File: config.mk
export PLATFORM = sky130hd
export DESIGN_NAME = lp805x_synctrl_mc
export DESIGN_NICKNAME = d
export VERILOG_FILES = /design/src/rtl/lp805x_synctrl_mc.sv
export SDC_FILE = /design/constraint.sdc
export NUM_CORES = 1
export LEC_CHECK = 0
export CAP_MARGIN = 40
export CORE_AREA = 3 3 61 63
export CTS_CLUSTER_DIAMETER = 40
export DETAILED_ROUTE_END_ITERATION = 8
export DIE_AREA = 0 0 64 66
export HOLD_SLACK_MARGIN = 0.05
export PLACE_DENSITY = 0.81
export SYNTH_ARGS = -nofsm -noshare
export SYNTH_HDL_FRONTEND = slang
export SYNTH_SLANG_ARGS = --single-unit
File: constraint.sdc
create_clock -name clk -period 2.9 [get_ports clk]
set_clock_uncertainty 0.2 [all_clocks]
set_input_delay 0.435 -clock clk [delete_from_list [all_inputs] [get_ports clk]]
set_output_delay 0.435 -clock clk [all_outputs]
set_load 0.1 [all_outputs]
File: src/rtl/lp805x_synctrl_mc.sv
// ---------------------------------------------------------------------------
// lp805x_synctrl_mc
// Multi-channel SFR transfer controller for lp805x peripherals.
//
// A channel becomes ARMED and raises its get strobe when its peripheral reports
// read-ready. It issues a one-cycle put pulse after the CPU reads it. A channel
// that stays ARMED too long is recovered by a timeout, which also sets a sticky
// error flag. The CPU-side strobes are resynchronised into clk.
//
// Ports
//   clk, rst      clock; synchronous active-high reset
//   prrdy[NCH]    peripheral read-ready, one bit per channel
//   pwrdy[NCH]    peripheral write-ready, one bit per channel
//   pget[NCH]     get strobe; held high while the channel is ARMED
//   pput[NCH]     put pulse; high for exactly one clk
//   read          SFR read cycle in progress (clk domain)
//   sel[NCH]      channel select from the SFR decode
//   cpu_rrdy      CPU read-ready, asynchronous to clk
//   cpu_get       CPU get request, asynchronous to clk
//   sfr_out       qualified CPU get, registered
//   busy          high while any channel is not IDLE, registered
//   err           sticky timeout flag
//   err_ch        index of the last channel that timed out
//   err_clr       clears err; err_ch is retained
// ---------------------------------------------------------------------------
module lp805x_synctrl_mc #(
  parameter int NCH         = 4,
  parameter int SYNC_STAGES = 2,
  parameter int TIMEOUT     = 15,
  parameter int TW          = 4
) (
  input  logic           clk,
  input  logic           rst,
  input  logic [NCH-1:0] prrdy,
  input  logic [NCH-1:0] pwrdy,
  output logic [NCH-1:0] pget,
  output logic [NCH-1:0] pput,
  input  logic           read,
  input  logic [NCH-1:0] sel,
  input  logic           cpu_rrdy,
  input  logic           cpu_get,
  output logic           sfr_out,
  output logic           busy,
  output logic           err,
  output logic [3:0]     err_ch,
  input  logic           err_clr
);

  typedef enum logic [1:0] {
    ST_IDLE  = 2'd0,
    ST_ARMED = 2'd1,
    ST_PUT   = 2'd2
  } state_e;

  // Last count value before the timeout fires; irrelevant when TIMEOUT is 0.
  localparam logic [TW-1:0] TO_LAST = TW'((TIMEOUT == 0) ? 0 : TIMEOUT - 1);
  localparam logic [TW-1:0] CNT_MAX = {TW{1'b1}};

  state_e          state_q [NCH];
  state_e          state_d [NCH];
  logic [TW-1:0]   cnt_q   [NCH];
  logic [TW-1:0]   cnt_d   [NCH];

  logic [NCH-1:0]  qual;
  logic [NCH-1:0]  win;
  logic [NCH-1:0]  tmo;
  logic            found;

  logic [NCH-1:0]  pput_q, pput_d;
  logic            busy_q, busy_d;
  logic            err_q, err_d;
  logic [3:0]      err_ch_q, err_ch_d;

  logic [SYNC_STAGES-1:0] rrdy_sync_q;
  logic [SYNC_STAGES-1:0] get_sync_q;
  logic                   rrdy_s;
  logic                   get_s;
  logic                   this_q;
  logic                   sfr_out_q;

  // Get strobe is a decode of the ARMED state register.
  always_comb begin
    pget = '0;
    for (int i = 0; i < NCH; i++) begin
      pget[i] = (state_q[i] == ST_ARMED);
    end
  end

  // Transfer qualification and fixed-priority arbitration: lowest index wins.
  always_comb begin
    qual  = pget & pwrdy & {NCH{read}} & sel;
    win   = '0;
    found = 1'b0;
    for (int i = 0; i < NCH; i++) begin
      if (qual[i] && !found) begin
        win[i] = 1'b1;
        found  = 1'b1;
      end else begin
        win[i] = 1'b0;
      end
    end
  end

  // Per-channel next state; a fresh read-ready re-arms and overrides everything.
  always_comb begin
    for (int i = 0; i < NCH; i++) begin
      state_d[i] = state_q[i];
      cnt_d[i]   = cnt_q[i];
      tmo[i]     = 1'b0;
      if (prrdy[i]) begin
        state_d[i] = ST_ARMED;
        cnt_d[i]   = '0;
      end else begin
        case (state_q[i])
          ST_ARMED: begin
            if (win[i]) begin
              state_d[i] = ST_PUT;
            end else if ((TIMEOUT != 0) && (cnt_q[i] == TO_LAST)) begin
              state_d[i] = ST_IDLE;
              tmo[i]     = 1'b1;
            end else if (cnt_q[i] != CNT_MAX) begin
              cnt_d[i] = cnt_q[i] + TW'(1);
            end else begin
              cnt_d[i] = cnt_q[i];
            end
          end
          ST_PUT:  state_d[i] = ST_IDLE;
          ST_IDLE: state_d[i] = ST_IDLE;
          default: state_d[i] = ST_IDLE;
        endcase
      end
    end
  end

  // Put pulse, busy and error bookkeeping; ascending scan leaves the highest
  // timed-out index in err_ch, and a new timeout beats err_clr.
  always_comb begin
    pput_d   = '0;
    busy_d   = 1'b0;
    err_ch_d = err_ch_q;
    for (int i = 0; i < NCH; i++) begin
      pput_d[i] = (state_q[i] == ST_PUT);
      if (state_q[i] != ST_IDLE) begin
        busy_d = 1'b1;
      end else begin
        busy_d = busy_d;
      end
      if (tmo[i]) begin
        err_ch_d = 4'(i);
      end else begin
        err_ch_d = err_ch_d;
      end
    end
    if (|tmo) begin
      err_d = 1'b1;
    end else if (err_clr) begin
      err_d = 1'b0;
    end else begin
      err_d = err_q;
    end
  end

  // Channel, status and error registers.
  always_ff @(posedge clk) begin
    if (rst) begin
      for (int i = 0; i < NCH; i++) begin
        state_q[i] <= ST_IDLE;
        cnt_q[i]   <= '0;
      end
      pput_q   <= '0;
      busy_q   <= 1'b0;
      err_q    <= 1'b0;
      err_ch_q <= 4'd0;
    end else begin
      for (int i = 0; i < NCH; i++) begin
        state_q[i] <= state_d[i];
        cnt_q[i]   <= cnt_d[i];
      end
      pput_q   <= pput_d;
      busy_q   <= busy_d;
      err_q    <= err_d;
      err_ch_q <= err_ch_d;
    end
  end

  assign rrdy_s = rrdy_sync_q[SYNC_STAGES-1];
  assign get_s  = get_sync_q[SYNC_STAGES-1];

  // CPU-side synchronisers plus one qualifying register stage.
  always_ff @(posedge clk) begin
    if (rst) begin
      rrdy_sync_q <= '0;
      get_sync_q  <= '0;
      this_q      <= 1'b0;
      sfr_out_q   <= 1'b0;
    end else begin
      rrdy_sync_q <= {rrdy_sync_q[SYNC_STAGES-2:0], cpu_rrdy};
      get_sync_q  <= {get_sync_q[SYNC_STAGES-2:0], cpu_get};
      this_q      <= rrdy_s;
      sfr_out_q   <= get_s & this_q;
    end
  end

  assign pput    = pput_q;
  assign busy    = busy_q;
  assign err     = err_q;
  assign err_ch  = err_ch_q;
  assign sfr_out = sfr_out_q;

endmodule

==> results of run 1 <==
## per-layer routing
layer  part of all wire  wire (µm)
met1               0.42       1450
met2               0.49       1690
met3              0.051        176
met4              0.036        124
met5                  0          0
## Yosys cell counts, types with 2 or more instances
cell type	n
o211ai_1	3
clkbuf_1	5
nand3_2	2
xnor2_1	3
xor2_1	3
nor2_1	18
or2_2	3
nand2b_1	2
nor4_1	3
and3_1	3
buf_4	2
nand3_1	11
a211oi_1	2
nor2b_1	6
nand4_1	2
a21oi_1	10
ha_1	8
nor3b_1	5
nand2_1	7
dfxtp_1	38
inv_1	7
and4b_1	2
a31oi_4	2
nor4b_1	2
a31oi_1	4
nor3_1	8
## where the power goes
part / total (mW) / switching (mW) / leakage [nW] / internal (mW)
logic: 0.162 / 0.106 / 0.457 / 0.0558
registers: 0.545 / 0.0101 / 0.309 / 0.535
clock network: 0.453 / 0.184 / 0.0554 / 0.269
total: 1.16 / 0.300 / 0.822 / 0.860
## cell type report
type / count / area share
flip-flops and latches: 38 / 0.353
well taps: 46 / 0.0267
inverters: 7 / 0.0122
repair buffers: 31 / 0.128
clock inverters: 3 / 0.0319
multi-input cells: 131 / 0.431
clock buffers: 5 / 0.0174
## worst max-delay path: cells and delay by family, from the launching register on
kind                   cells  cell delay (ns)
flip-flops                 1             0.40
buffers and inverters      1             0.39
AND/OR/NAND/NOR            1             0.47
## final timing paths
| path | start | to | slack [ns] | cells past startpoint |
|---|---|---|---|---|
| hold reg to reg | this_q$_SDFF_PP0_ | sfr_out$_SDFF_PP0_ | 0.22 | 2 |
| hold / removal | this_q$_SDFF_PP0_ | sfr_out$_SDFF_PP0_ | 0.22 | 2 |
| setup / recovery | state_q[1][0]$_SDFFE_PP0P_ | pget[1] | 0.65 | 2 |
| setup reg to reg | cnt_q[1][0]$_SDFFE_PP0P_ | cnt_q[1][3]$_SDFFE_PP0P_ | 1.04 | 6 |
## state kept, by name, indices dropped and copies added, names as in the netlist
register	flops
get_sync_q	2
cnt_q	16
sfr_out	1
err	1
state_q	8
rrdy_sync_q	2
this_q	1
pput	4
err_ch	2
busy	1
## cell usage in the layout (no fill, tap or decap), types with 4 or more instances in the layout
cell type and count:
a31oi_1 4, a21oi_1 10, dfxtp_1 38, clkbuf_4 5
ha_1 8, buf_4 14, nor3b_1 5, nand2_1 7
inv_1 7, clkdlybuf4s50_1 17, nand3_1 11, nor2b_1 6
nor2_1 18, nor3_1 8
## metrics by stage
step	hold slack, ns	total power, mW	area (µm²)	std cells
after floorplan	0.195	0.674	1770	185
after CTS	0.229	1.17	2150	261
final	0.224	1.16	2150	261
after global placement	0.204	0.713	2050	253
after global routing	0.261	1.21	2150	261
after detailed placement	0.212	0.718	2050	253
## kinds of logic (layout without fill, tap and decap cells)
group                    Yosys count  in the layout
adder cells (fa/ha/maj)            8              8
other                              1              2
flip-flops                        38             38
buffers and inverters             16             46
AND/OR/NAND/NOR                   83             83
XOR/XNOR                           6              6
AO/OA/AOI/OAI                     32             32
==> out/metrics.cfg, run 1 <==
[outcome]
status=complete, no violations

[synthesis]
ys_types=49
ys_seq_elements=38
synth_area_um2=1760
synth_flop_cell=dfxtp_1
synth_edf_count=0
yosys.area_share.adder=0.0568
synth-async-reset-ratio=0
synth_cells=184
synth_top_family_by_area=simple AND/OR/NAND/NOR gates
synth_area_leader_cell=dfxtp_1
yosysTopAreaCellShare=0.432
synth-compound-area-share=0.164
ys_top_cells_by_area=dfxtp_1 (43%), ha_1 (5.7%), nor2_1 (3.8%), nand3_1 (3.1%), a21oi_1 (2.8%)
synth_mux_area_frac=0
yosys_warnings=0
seq_area_frac_synth=0.432
synthSimpleGateAreaFrac=0.272
synthXorXnorAreaFrac=0.0298
avgSynthCellArea_um2=9.57

[power]
p_leak_nw=0.822
power_density_nw_per_um2=538
vdd_drop_max_v=0.000347

[floorplan]
initial_utilization=0.536
die-area_um2=4220
die_h_um=66
coreArea_um2=3280
die_w_um=64
rows=21
io_pins=33

[clocking]
clk_path_buf_depth=2
cts_root_buffer=clkbuf_4
cts_tree=done
cts_setup_buffers=0
cts_resized=0
htreeDepth=2
cts_made_buffers=5
path_clk_slew_ns=0.11
cts_hold_buf=0
cts.sinks=38
clock_latency_ns=0.36

[detailed_routing]
drt_iter0_markers=79
drt_first_pass_iters=4
routed_wl_um=3440
ant_nets=0
post-route-drc-count=0
avgRoutedWirePerCell_um=13.2
vias_per_cell=5.42
routed-via-count=1415

[placement]
preCtsSetupSlack_ns=0.454
gp_congestion=0.778
hpwlAfterDp_um=2630
portBuffers=30

[setup_path]
required_ns=2.27
cpPeakStageDelay_ns=0.47
cp.arrival_ns=1.62
worstSetupEndpointType=output pin
cpMaxStageDelayCell=nor2b_1
crit_type=flip-flop to output pin
start_kind=flip-flop
cp_cell_sequence=nor2b_1 > buf_4
crit_fanout=7

[sta]
tightestPinTransition_ns=0.517
slew_headroom=0.655
hold_viol=0
finalSetupViolCount=0
final.setup.tns_ns=0
worst_slack_ns=0.648
min_period_over_period=0.776
max_freq_ghz=0.444
min_period_ns=2.25
rsz0062_at_grt=no
report.final.slew_viol_count=0

[grt]
track_usage=0.190
grt_util_met2=0.316
use_met3=0.0510
grt_max_degree=18
antenna_found_initial=0
grt_pass1_wl_um=6080
grt_pass1_vias=1402
grtUsageMet1=0.208
overflow=0
busiest_layer=met2

[layout]
layout-drive-gt1-share=0.186
ff_latch_area_um2=761
diodes=0
syn_to_final_growth_pct=22.3
final_core_util=0.656
multi_input_area_um2=928
nFillCells=266
nets=240

[run]
drv_cap=0

[worst_hold_path]
hold_class=flip-flop to flip-flop

Note: power is estimated with default switching activity, not from simulation.
==> run 2: changes to the inputs <==
--- a/config.mk
+++ b/config.mk
@@ -6,12 +6,12 @@
 export NUM_CORES = 1
 export LEC_CHECK = 0
 export CAP_MARGIN = 40
-export CORE_AREA = 3 3 61 63
+export CORE_AREA = 3 3 66 68
 export CTS_CLUSTER_DIAMETER = 40
 export DETAILED_ROUTE_END_ITERATION = 8
-export DIE_AREA = 0 0 64 66
+export DIE_AREA = 0 0 69 71
 export HOLD_SLACK_MARGIN = 0.05
-export PLACE_DENSITY = 0.81
+export PLACE_DENSITY = 0.73
 export SYNTH_ARGS = -nofsm -noshare
 export SYNTH_HDL_FRONTEND = slang
 export SYNTH_SLANG_ARGS = --single-unit
==> constraint.sdc (replaced) <==
create_clock -name clk -period 2 [get_ports clk]
set_clock_uncertainty 0.2 [all_clocks]
set_input_delay 0.3 -clock clk [delete_from_list [all_inputs] [get_ports clk]]
set_output_delay 0.3 -clock clk [all_outputs]
set_load 0.1 [all_outputs]
==> run 2 against run 1 <==
  * Count of clock-buffer cells in the layout unchanged
  * Largest power group unchanged
  * Largest cell class unchanged
  * Wire length up 1.7%
  * Cell area up 10%
  * Sequential cell count unchanged
  * Global-route usage down 4.1 points
==> out/metrics.cfg, run 2 (same netlist as run 1, synthesis figures left out) <==
[sta]
max_freq_ghz=0.530
final.setup.tns_ns=0
min_period_ns=1.89
rsz0062_at_grt=no
report.final.slew_viol_count=0
min_period_over_period=0.944
worst_slack_ns=0.113
hold_viol=0
finalSetupViolCount=0

[grt]
grt_pass1_wl_um=5850
antenna_found_initial=0
grt_max_degree=14
overflow=0
track_usage=0.148
grt_pass1_vias=1317

[floorplan]
die_h_um=71
die_w_um=69
io_pins=33
rows=23
coreArea_um2=3910
die-area_um2=4900
initial_utilization=0.450

[layout]
max_flop_register=cnt_q
layout-drive-gt1-share=0.239
nFillCells=354
largest_reg_flops=16
nets=251
diodes=0
final_common_cell=dfxtp_1
syn_to_final_growth_pct=34.9
final_cell_mix=dfxtp_1 (38), nor2_1 (17), buf_4 (17)

[placement]
hpwlAfterDp_um=2620
preCtsSetupSlack_ns=-0.269
gp_congestion=0.770
portBuffers=30

[setup_path]
regToRegEndpoint=cnt_q[1][3]$_SDFFE_PP0P_
r2r_slack_ns=0.20
worst-r2r-cell-count=6
start_kind=input pin
worstSetupEndpointType=flip-flop
cp.arrival_ns=1.90
timing.rr.start=cnt_q[1][0]$_SDFFE_PP0P_
crit_fanout=7
required_ns=2.01
crit_type=input pin to flip-flop

[clocking]
clock_latency_ns=0.29
path_clk_slew_ns=0.08
cts_setup_buffers=0
htreeDepth=2
cts_tree=done
cts.sinks=38
cts_root_buffer=clkbuf_8
cts_made_buffers=5
cts_hold_buf=0
clk_path_buf_depth=2

[outcome]
status=complete, no violations

[detailed_routing]
routed-via-count=1453
post-route-drc-count=0
drt_iter0_markers=54
routed_wl_um=3500
drt_first_pass_iters=4
avgRoutedWirePerCell_um=12.7
vias_per_cell=5.26
ant_nets=0

[worst_hold_path]
hp-start=this_q$_SDFF_PP0_
hold_class=flip-flop to flip-flop
holdPathStages=2
min_to=sfr_out$_SDFF_PP0_

[power]
p_leak_nw=0.911
power_density_nw_per_um2=775
vdd_drop_max_v=0.000480
total_power_mw=1.84

[run]
drv_cap=0

## run 2: changes by cell type in the layout (fill, tap and decap cells not counted)
cell	change
nor2_1	-1
clkbuf_4	-5
buf_4	+3
nor2_2	+1
clkinvlp_4	+1
buf_12	+7
and3_1	-1
inv_1	-1
and3_2	+1
clkbuf_8	+5
clkdlybuf4s50_1	-1
dlymetal6s2s_1	+1
a31oi_2	+1
## run 2: final cells by class
type	count	area (µm²)	share of cell area
sequential	38	761	0.320
timing repair buffer	41	440	0.185
multi-input combinational	132	945	0.398
clock buffer	5	68.8	0.0290
clock inverter	3	68.8	0.0290
tap	50	62.6	0.0263
inverter	7	30.0	0.0126
## run 2: worst max-delay path: stages
cell,delay (ns)
clkdlybuf4s50_1,0.49
nand3_2,0.13
or2_4,0.32
a31oi_4,0.28
a41oi_1,0.15
a211oi_1,0.22
## run 2: worst max path at each step
stage | startpoint | end | slack [ns] | cells past startpoint
after floorplan | state_q[0][1]$_SDFFE_PP0P_ | cnt_q[0][1]$_SDFFE_PP0P_ | 0.004 | 5
after global placement | read | cnt_q[2][3]$_SDFFE_PP0P_ | -0.18 | 6
after detailed placement | read | err$_SDFFE_PP0P_ | -0.27 | 6
after CTS | read | cnt_q[2][3]$_SDFFE_PP0P_ | 0.05 | 6
after global routing | cnt_q[0][0]$_SDFFE_PP0P_ | cnt_q[0][3]$_SDFFE_PP0P_ | 0.01 | 7
final | sel[0] | cnt_q[3][3]$_SDFFE_PP0P_ | 0.11 | 6
## run 2: timing repair
action                                  in CTS  in global routing
gates resized for setup                      0                  3
endpoints found under the setup margin       0                  7
hold endpoints to repair                     0                  0
## run 2: power breakdown
group	switching [mW]	internal, mW	leakage (nW)
clock	0.282	0.500	0.0683
combinational	0.162	0.109	0.533
sequential	0.0144	0.775	0.309
## run 2: stage by stage
| step | hold slack, ns | instance area (µm²) | instances | util |
|---|---|---|---|---|
| global route | 0.235 | 2380 | 276 | 0.607 |
| global placement | 0.202 | 2220 | 267 | 0.567 |
| CTS | 0.218 | 2360 | 275 | 0.602 |
| floorplan | 0.177 | 1770 | 185 | - |
| finish | 0.219 | 2380 | 276 | 0.607 |
| detailed placement | 0.206 | 2220 | 267 | 0.567 |
## run 2: metal layers
| metal | part of all wire | GRT usage |
|---|---|---|
| met1 | 0.46 | 0.188 |
| met2 | 0.48 | 0.232 |
| met3 | 0.045 | 0.0483 |
| met4 | 0.021 | 0.0651 |
| met5 | 0 | 0 |
